--- src/rtl/cordic_vectoring.sv ---
// cordic_vectoring: iterative vectoring-mode CORDIC.
// Converts a Q2.30 vector (x_in, y_in), x_in >= 0, into a Q2.30 radian angle
// atan(y/x) and a saturated magnitude, one micro-rotation per clock.
// Optional gain compensation is enabled by defining CORDIC_GAIN_COMP_EN; it adds
// a COMP state that scales the raw magnitude by K = 0.6072529.
module cordic_vectoring #(
   parameter int ITER = 30
) (
   input  logic        clk,
   input  logic        reset,
   input  logic        start,
   input  logic [31:0] x_in,
   input  logic [31:0] y_in,
   output logic [31:0] angle_out,
   output logic [31:0] mag_out,
   output logic        range_err,
   output logic        busy,
   output logic        done
);

   // Working width: Q2.30 plus three guard bits so the CORDIC gain (~1.65)
   // and the sqrt(2) growth of a full-scale diagonal vector never overflow.
   localparam int XW = 35;
   localparam logic signed [XW-1:0] MAG_MAX = 35'sh07FFFFFFF;

`ifdef CORDIC_GAIN_COMP_EN
   typedef enum logic [1:0] {
      S_IDLE  = 2'd0,
      S_ITER  = 2'd1,
      S_COMP  = 2'd2,
      S_FINAL = 2'd3
   } state_t;
   localparam logic signed [31:0] K_GAIN = 32'sh26DD3B6A;
`else
   typedef enum logic [1:0] {
      S_IDLE  = 2'd0,
      S_ITER  = 2'd1,
      S_FINAL = 2'd2
   } state_t;
`endif

   state_t                 state_reg, state_next;
   logic signed [XW-1:0]   x_reg, x_next;
   logic signed [XW-1:0]   y_reg, y_next;
   logic signed [31:0]     z_reg, z_next;
   logic [4:0]             i_reg, i_next;
   logic                   err_reg, err_next;
   logic                   zero_reg, zero_next;
   logic [31:0]            angle_reg, angle_next;
   logic [31:0]            mag_reg, mag_next;
   logic                   range_err_reg, range_err_next;
   logic                   busy_reg, busy_next;
   logic                   done_reg, done_next;

   // atan(2^-i) in Q2.30, rounded to nearest. Beyond i = 11 the cubic term
   // is below half an LSB, so the entries are exact powers of two.
   function automatic logic [31:0] atan_lut(input logic [4:0] idx);
      logic [31:0] v;
      case (idx)
         5'd0:    v = 32'h3243F6A9;
         5'd1:    v = 32'h1DAC6705;
         5'd2:    v = 32'h0FADBAFD;
         5'd3:    v = 32'h07F56EA7;
         5'd4:    v = 32'h03FEAB77;
         5'd5:    v = 32'h01FFD55C;
         5'd6:    v = 32'h00FFFAAB;
         5'd7:    v = 32'h007FFF55;
         5'd8:    v = 32'h003FFFEB;
         5'd9:    v = 32'h001FFFFD;
         5'd10:   v = 32'h00100000;
         5'd11:   v = 32'h00080000;
         5'd12:   v = 32'h00040000;
         5'd13:   v = 32'h00020000;
         5'd14:   v = 32'h00010000;
         5'd15:   v = 32'h00008000;
         5'd16:   v = 32'h00004000;
         5'd17:   v = 32'h00002000;
         5'd18:   v = 32'h00001000;
         5'd19:   v = 32'h00000800;
         5'd20:   v = 32'h00000400;
         5'd21:   v = 32'h00000200;
         5'd22:   v = 32'h00000100;
         5'd23:   v = 32'h00000080;
         5'd24:   v = 32'h00000040;
         5'd25:   v = 32'h00000020;
         5'd26:   v = 32'h00000010;
         5'd27:   v = 32'h00000008;
         5'd28:   v = 32'h00000004;
         5'd29:   v = 32'h00000002;
         default: v = 32'h00000000;
      endcase
      return v;
   endfunction

   // Clamp the working magnitude into the 31-bit positive output range.
   function automatic logic [31:0] sat_mag(input logic signed [XW-1:0] v);
      logic [31:0] r;
      if (v[XW-1]) begin
         r = 32'd0;
      end else if (v > MAG_MAX) begin
         r = 32'h7FFF_FFFF;
      end else begin
         r = v[31:0];
      end
      return r;
   endfunction

`ifdef CORDIC_GAIN_COMP_EN
   // Full-width signed product; the Q2.30 result is the product shifted by 30.
   logic signed [XW+31:0] prod;
   assign prod = (XW+32)'(x_reg) * (XW+32)'(K_GAIN);
`endif

   // Next-state and datapath logic for the control FSM.
   always_comb begin
      state_next     = state_reg;
      x_next         = x_reg;
      y_next         = y_reg;
      z_next         = z_reg;
      i_next         = i_reg;
      err_next       = err_reg;
      zero_next      = zero_reg;
      angle_next     = angle_reg;
      mag_next       = mag_reg;
      range_err_next = range_err_reg;
      busy_next      = busy_reg;
      done_next      = 1'b0;

      case (state_reg)
         S_IDLE: begin
            if (start) begin
               busy_next = 1'b1;
               z_next    = 32'sd0;
               i_next    = 5'd0;
               zero_next = (x_in == 32'd0) && (y_in == 32'd0);
               if (x_in[31]) begin
                  // Left half-plane is out of range: report zero result.
                  err_next   = 1'b1;
                  x_next     = '0;
                  y_next     = '0;
                  state_next = S_FINAL;
               end else begin
                  err_next   = 1'b0;
                  x_next     = {{(XW-32){x_in[31]}}, x_in};
                  y_next     = {{(XW-32){y_in[31]}}, y_in};
                  state_next = S_ITER;
               end
            end
         end

         S_ITER: begin
            // Rotate toward the x axis; both updates use the old x and y.
            if (!y_reg[XW-1]) begin
               x_next = x_reg + (y_reg >>> i_reg);
               y_next = y_reg - (x_reg >>> i_reg);
               z_next = z_reg + $signed(atan_lut(i_reg));
            end else begin
               x_next = x_reg - (y_reg >>> i_reg);
               y_next = y_reg + (x_reg >>> i_reg);
               z_next = z_reg - $signed(atan_lut(i_reg));
            end
            i_next = i_reg + 5'd1;
            if (i_reg == 5'(ITER - 1)) begin
`ifdef CORDIC_GAIN_COMP_EN
               state_next = S_COMP;
`else
               state_next = S_FINAL;
`endif
            end
         end

`ifdef CORDIC_GAIN_COMP_EN
         S_COMP: begin
            x_next     = XW'(prod >>> 30);
            state_next = S_FINAL;
         end
`endif

         S_FINAL: begin
            // A zero vector never drives y negative, so z would collect every
            // table entry; report angle 0 for it instead.
            angle_next     = zero_reg ? 32'd0 : z_reg;
            mag_next       = sat_mag(x_reg);
            range_err_next = err_reg;
            done_next      = 1'b1;
            busy_next      = 1'b0;
            state_next     = S_IDLE;
         end

         default: begin
            state_next = S_IDLE;
         end
      endcase
   end

   // State and output registers; reset discards any in-flight operation.
   always_ff @(posedge clk) begin
      if (reset) begin
         state_reg     <= S_IDLE;
         x_reg         <= '0;
         y_reg         <= '0;
         z_reg         <= '0;
         i_reg         <= '0;
         err_reg       <= 1'b0;
         zero_reg      <= 1'b0;
         angle_reg     <= '0;
         mag_reg       <= '0;
         range_err_reg <= 1'b0;
         busy_reg      <= 1'b0;
         done_reg      <= 1'b0;
      end else begin
         state_reg     <= state_next;
         x_reg         <= x_next;
         y_reg         <= y_next;
         z_reg         <= z_next;
         i_reg         <= i_next;
         err_reg       <= err_next;
         zero_reg      <= zero_next;
         angle_reg     <= angle_next;
         mag_reg       <= mag_next;
         range_err_reg <= range_err_next;
         busy_reg      <= busy_next;
         done_reg      <= done_next;
      end
   end

   assign angle_out = angle_reg;
   assign mag_out   = mag_reg;
   assign range_err = range_err_reg;
   assign busy      = busy_reg;
   assign done      = done_reg;

endmodule

--- config.mk ---
export PLATFORM = sky130hd
export DESIGN_NAME = cordic_vectoring
export DESIGN_NICKNAME = d
export VERILOG_FILES = /design/src/rtl/cordic_vectoring.sv
export SDC_FILE = /design/constraint.sdc
export NUM_CORES = 1
export LEC_CHECK = 0
export CAP_MARGIN = 20
export CORE_MARGIN = 5
export CORE_UTILIZATION = 35
export CTS_CLUSTER_DIAMETER = 30
export DETAILED_ROUTE_END_ITERATION = 12
export MAX_ROUTING_LAYER = met4
export PLACE_DENSITY = 0.6
export SLEW_MARGIN = 20
export SYNTH_ARGS = -nofsm -noshare
export SYNTH_HDL_FRONTEND = slang
export SYNTH_SLANG_ARGS = --single-unit
--- constraint.sdc ---
create_clock -name clk -period 6.4 [get_ports clk]
set_input_delay 1.28 -clock clk [delete_from_list [all_inputs] [get_ports clk]]
set_output_delay 1.28 -clock clk [all_outputs]
set_load 0.02 [all_outputs]
==> flow_summary.yaml <==
cells_and_area:
  num-nets-final: 2869
  multi_input_area_mm2: 0.0154
  fillers: 5787
  drive_above_1_share_pct: 15.4
  seqCellArea_mm2: 0.00418
  areaGrowthSynthToFinish_pct: 22.8
  postLayoutCoreUtil_pct: 43.5
global_routing:
  globalRouteOverflowTotal: 0
  grt.total_usage_pct: 24.8
  antenna_found_initial: 3
  grt_pass1_vias: 20828
  grt_pass1_wl_um: 123000
  grt_max_degree: 80
worst_setup_path:
  slowest_stage: "dfxtp_4"
  crit_family: "compound AO/OA/AOI/OAI gates"
  cp_cell_sequence: "buf_16 > mux2_2 > o22ai_1 > a211oi_1 > a221oi_2 > and4_1 > and4_4 > nand3_4 > nor2_2 > a21oi_1 > o32a_1 > ha_1 > a21o_1 > a21o_1 > a221o_1 > or4_1 > o21bai_1 > a21oi_1 > or3b_1 > and4_1 > a211o_1"
  required_ns: 6.86
  cp-start-kind: "flop"
  worstSetupPathType: "flop to flop"
  r2r_setup_slack_ns: 0.29
  max_stage_delay_ns: 0.58
  cp_num_cells: 21
  cp-end-kind: "flop"
  r2r_cells: 21
  cp.buffers_inverters: 1
  crit_fanout: 79
  crit_arrival_ns: 6.57
clocking:
  tritoncts: "built"
  cts_max_level: 2
  clock-sinks: 208
  clockRootBuffer: "clkbuf_16"
  numCtsBuffers: 54
  cts-hold-fix-buffers: 0
  cts_buffer_depth: 3
  path_clk_slew_ns: 0.05
  clkLatencyLatePin_ns: 0.59
pwr:
  powerDensity_mw_per_mm2: 299
  leakage_nw: 10.0
  peakVddDrop_v: 0.000194
synthesis:
  synth_ff_type: "dfxtp_1"
  synth_area_mm2: 0.0205
  synth_async_sr_flop_share_pct: 0
  syn_inst: 2551
  yosysSeqAreaShare_pct: 20.3
  synth_edf_count: 0
  synth_fp_nets: 2733
  syn_area_per_cell_um2: 8.05
  yosysWarnings: 0
  ys_ff_latch: 208
  synth.distinct_cells: 105
die:
  io_pins: 134
  initial_utilization_pct: 35.5
  core_area_mm2: 0.0579
  fp.dieH_um: 252
  rows: 88
  dieWidth_um: 252
  die-area_mm2: 0.0636
sta:
  tightest_slew_ns: 1.08
  setup-tns-final_ns: 0
  setup_viol: 0
  period_share_pct: 95.4
  finalCriticalPeriod_ns: 6.11
  slew-limit-headroom_pct: 28.0
  skew_ns: 0.0181
  finalHoldViolations: 0
  fmax_ghz: 0.164
  slew_violations: 0
detailed_routing:
  num_vias: 21615
  vias_per_cell: 6.18
  finalWirelength_um: 80800
  drtPass1Iterations: 5
  drc: 0
  wl_per_cell_um: 23.1
  dr.first_iter.drc_count: 2303
  ant_nets: 0
place:
  post-dp-hpwl_um: 61700
  place_congestion: 1.06
  io_buffers: 133
min_path:
  hold_depth: 2
  hp-class: "flop to flop"
status:
  status: "finished clean"
job:
  max_cap_violations: 0
## cell type report
| type | instances | area share (%) |
|---|---|---|
| multi-input combinational | 2098 | 61.1 |
| sequential | 208 | 16.6 |
| timing repair buffer | 261 | 9.66 |
| clock buffer | 67 | 5.84 |
| tap | 765 | 3.80 |
| clock inverter | 34 | 2.04 |
| inverter | 64 | 0.963 |
| antenna | 1 | 0.00993 |
## cell usage after synthesis (45+ instances only)
master / count / share of area, %
nand2_1: 176 / 3.2
a21oi_1: 244 / 5.9
nand3_1: 45 / 1.1
xor2_1: 64 / 2.7
dfxtp_1: 208 / 20
a2111oi_0: 46 / 2.0
inv_1: 59 / 1.1
xnor2_1: 86 / 3.7
a21o_1: 62 / 2.3
mux4_2: 87 / 9.5
clkbuf_1: 109 / 2.0
nor2_1: 347 / 6.3
ha_1: 112 / 6.8
nor3_1: 69 / 1.7
mux2i_1: 68 / 3.3
o21ai_0: 108 / 2.6
## tightest hold or removal path, stage by stage, from the launching register on
cell     delay (ns)
dfxtp_1        0.31
nand2_1        0.05
a21oi_1        0.06
## layout by cell type, fill, tap and decap left out, types with 23 or more instances in the layout
| master | synthesis | routed |
|---|---|---|
| ha_1 | 112 | 112 |
| nor3_1 | 69 | 67 |
| clkbuf_16 | 0 | 56 |
| dfxtp_1 | 208 | 201 |
| a22o_1 | 40 | 40 |
| buf_4 | 11 | 117 |
| a21oi_1 | 244 | 243 |
| a21o_1 | 62 | 62 |
| mux4_2 | 87 | 87 |
| clkdlybuf4s50_1 | 0 | 132 |
| and3_1 | 24 | 23 |
| nor2_1 | 347 | 340 |
| a2111oi_0 | 46 | 44 |
| a31oi_1 | 33 | 32 |
| nand2_1 | 176 | 174 |
| xnor2_1 | 86 | 86 |
| nand3_1 | 45 | 44 |
| inv_1 | 59 | 58 |
| mux2_2 | 27 | 27 |
| xor2_1 | 64 | 64 |
| mux2i_1 | 68 | 67 |
| o21ai_0 | 108 | 106 |
| a211oi_1 | 26 | 24 |
## layer usage
layer,up-vias,track usage (%),routed length (µm)
li1,9939,-,-
met1,10414,30.8,32600
met2,1024,40.0,38100
met3,238,3.90,6010
met4,0,11.3,4020
met5,-,-,0
## power by group
part / switching (mW) / internal [mW]
logic: 1.72 / 1.31
clock network: 0.868 / 2.07
registers: 0.191 / 1.39
total: 2.78 / 4.76
## timing repair
action | 4_1_cts | 5_1_grt
resized for setup | 1 | 30
cloned | 0 | 1
pin swaps | 0 | 5
setup endpoints to repair | 1 | 13
hold endpoints to repair | 0 | 0
buffers inserted | 0 | 8
## cell families (layout without fill, tap and decap cells)
group / count (synthesis) / in the layout / share of synthesized area, %
buffers and inverters: 245 / 426 / 5.37
AOI/OAI and AO/OA: 810 / 810 / 26.8
adders and majority gates: 115 / 115 / 7.12
xor gates and xnor gates: 150 / 150 / 6.40
and+or+nand+nor: 838 / 838 / 19.4
muxes: 185 / 185 / 14.6
other: 0 / 1 / 0
DFF: 208 / 208 / 20.3
## worst paths after layout
check	from	to
worst max-delay path	i_reg[2]	x_reg[34]
worst min-delay path	busy	busy
worst max register to register	i_reg[2]	x_reg[34]
worst min register to register	busy	busy
## stage by stage
step	setup WS, ns	power, mW	instances	hold WS [ns]	area [µm²]
after floorplan	0.568	3.65	2551	0.450	20500
after global placement	0.193	4.48	3387	0.441	23000
after detailed placement	0.00416	4.53	3387	0.458	23000
after CTS	0.0475	7.51	3488	0.465	25000
after global routing	-0.0141	7.94	3498	0.486	25200
final	0.293	7.54	3498	0.464	25200
(Power assumes the default switching activity.)
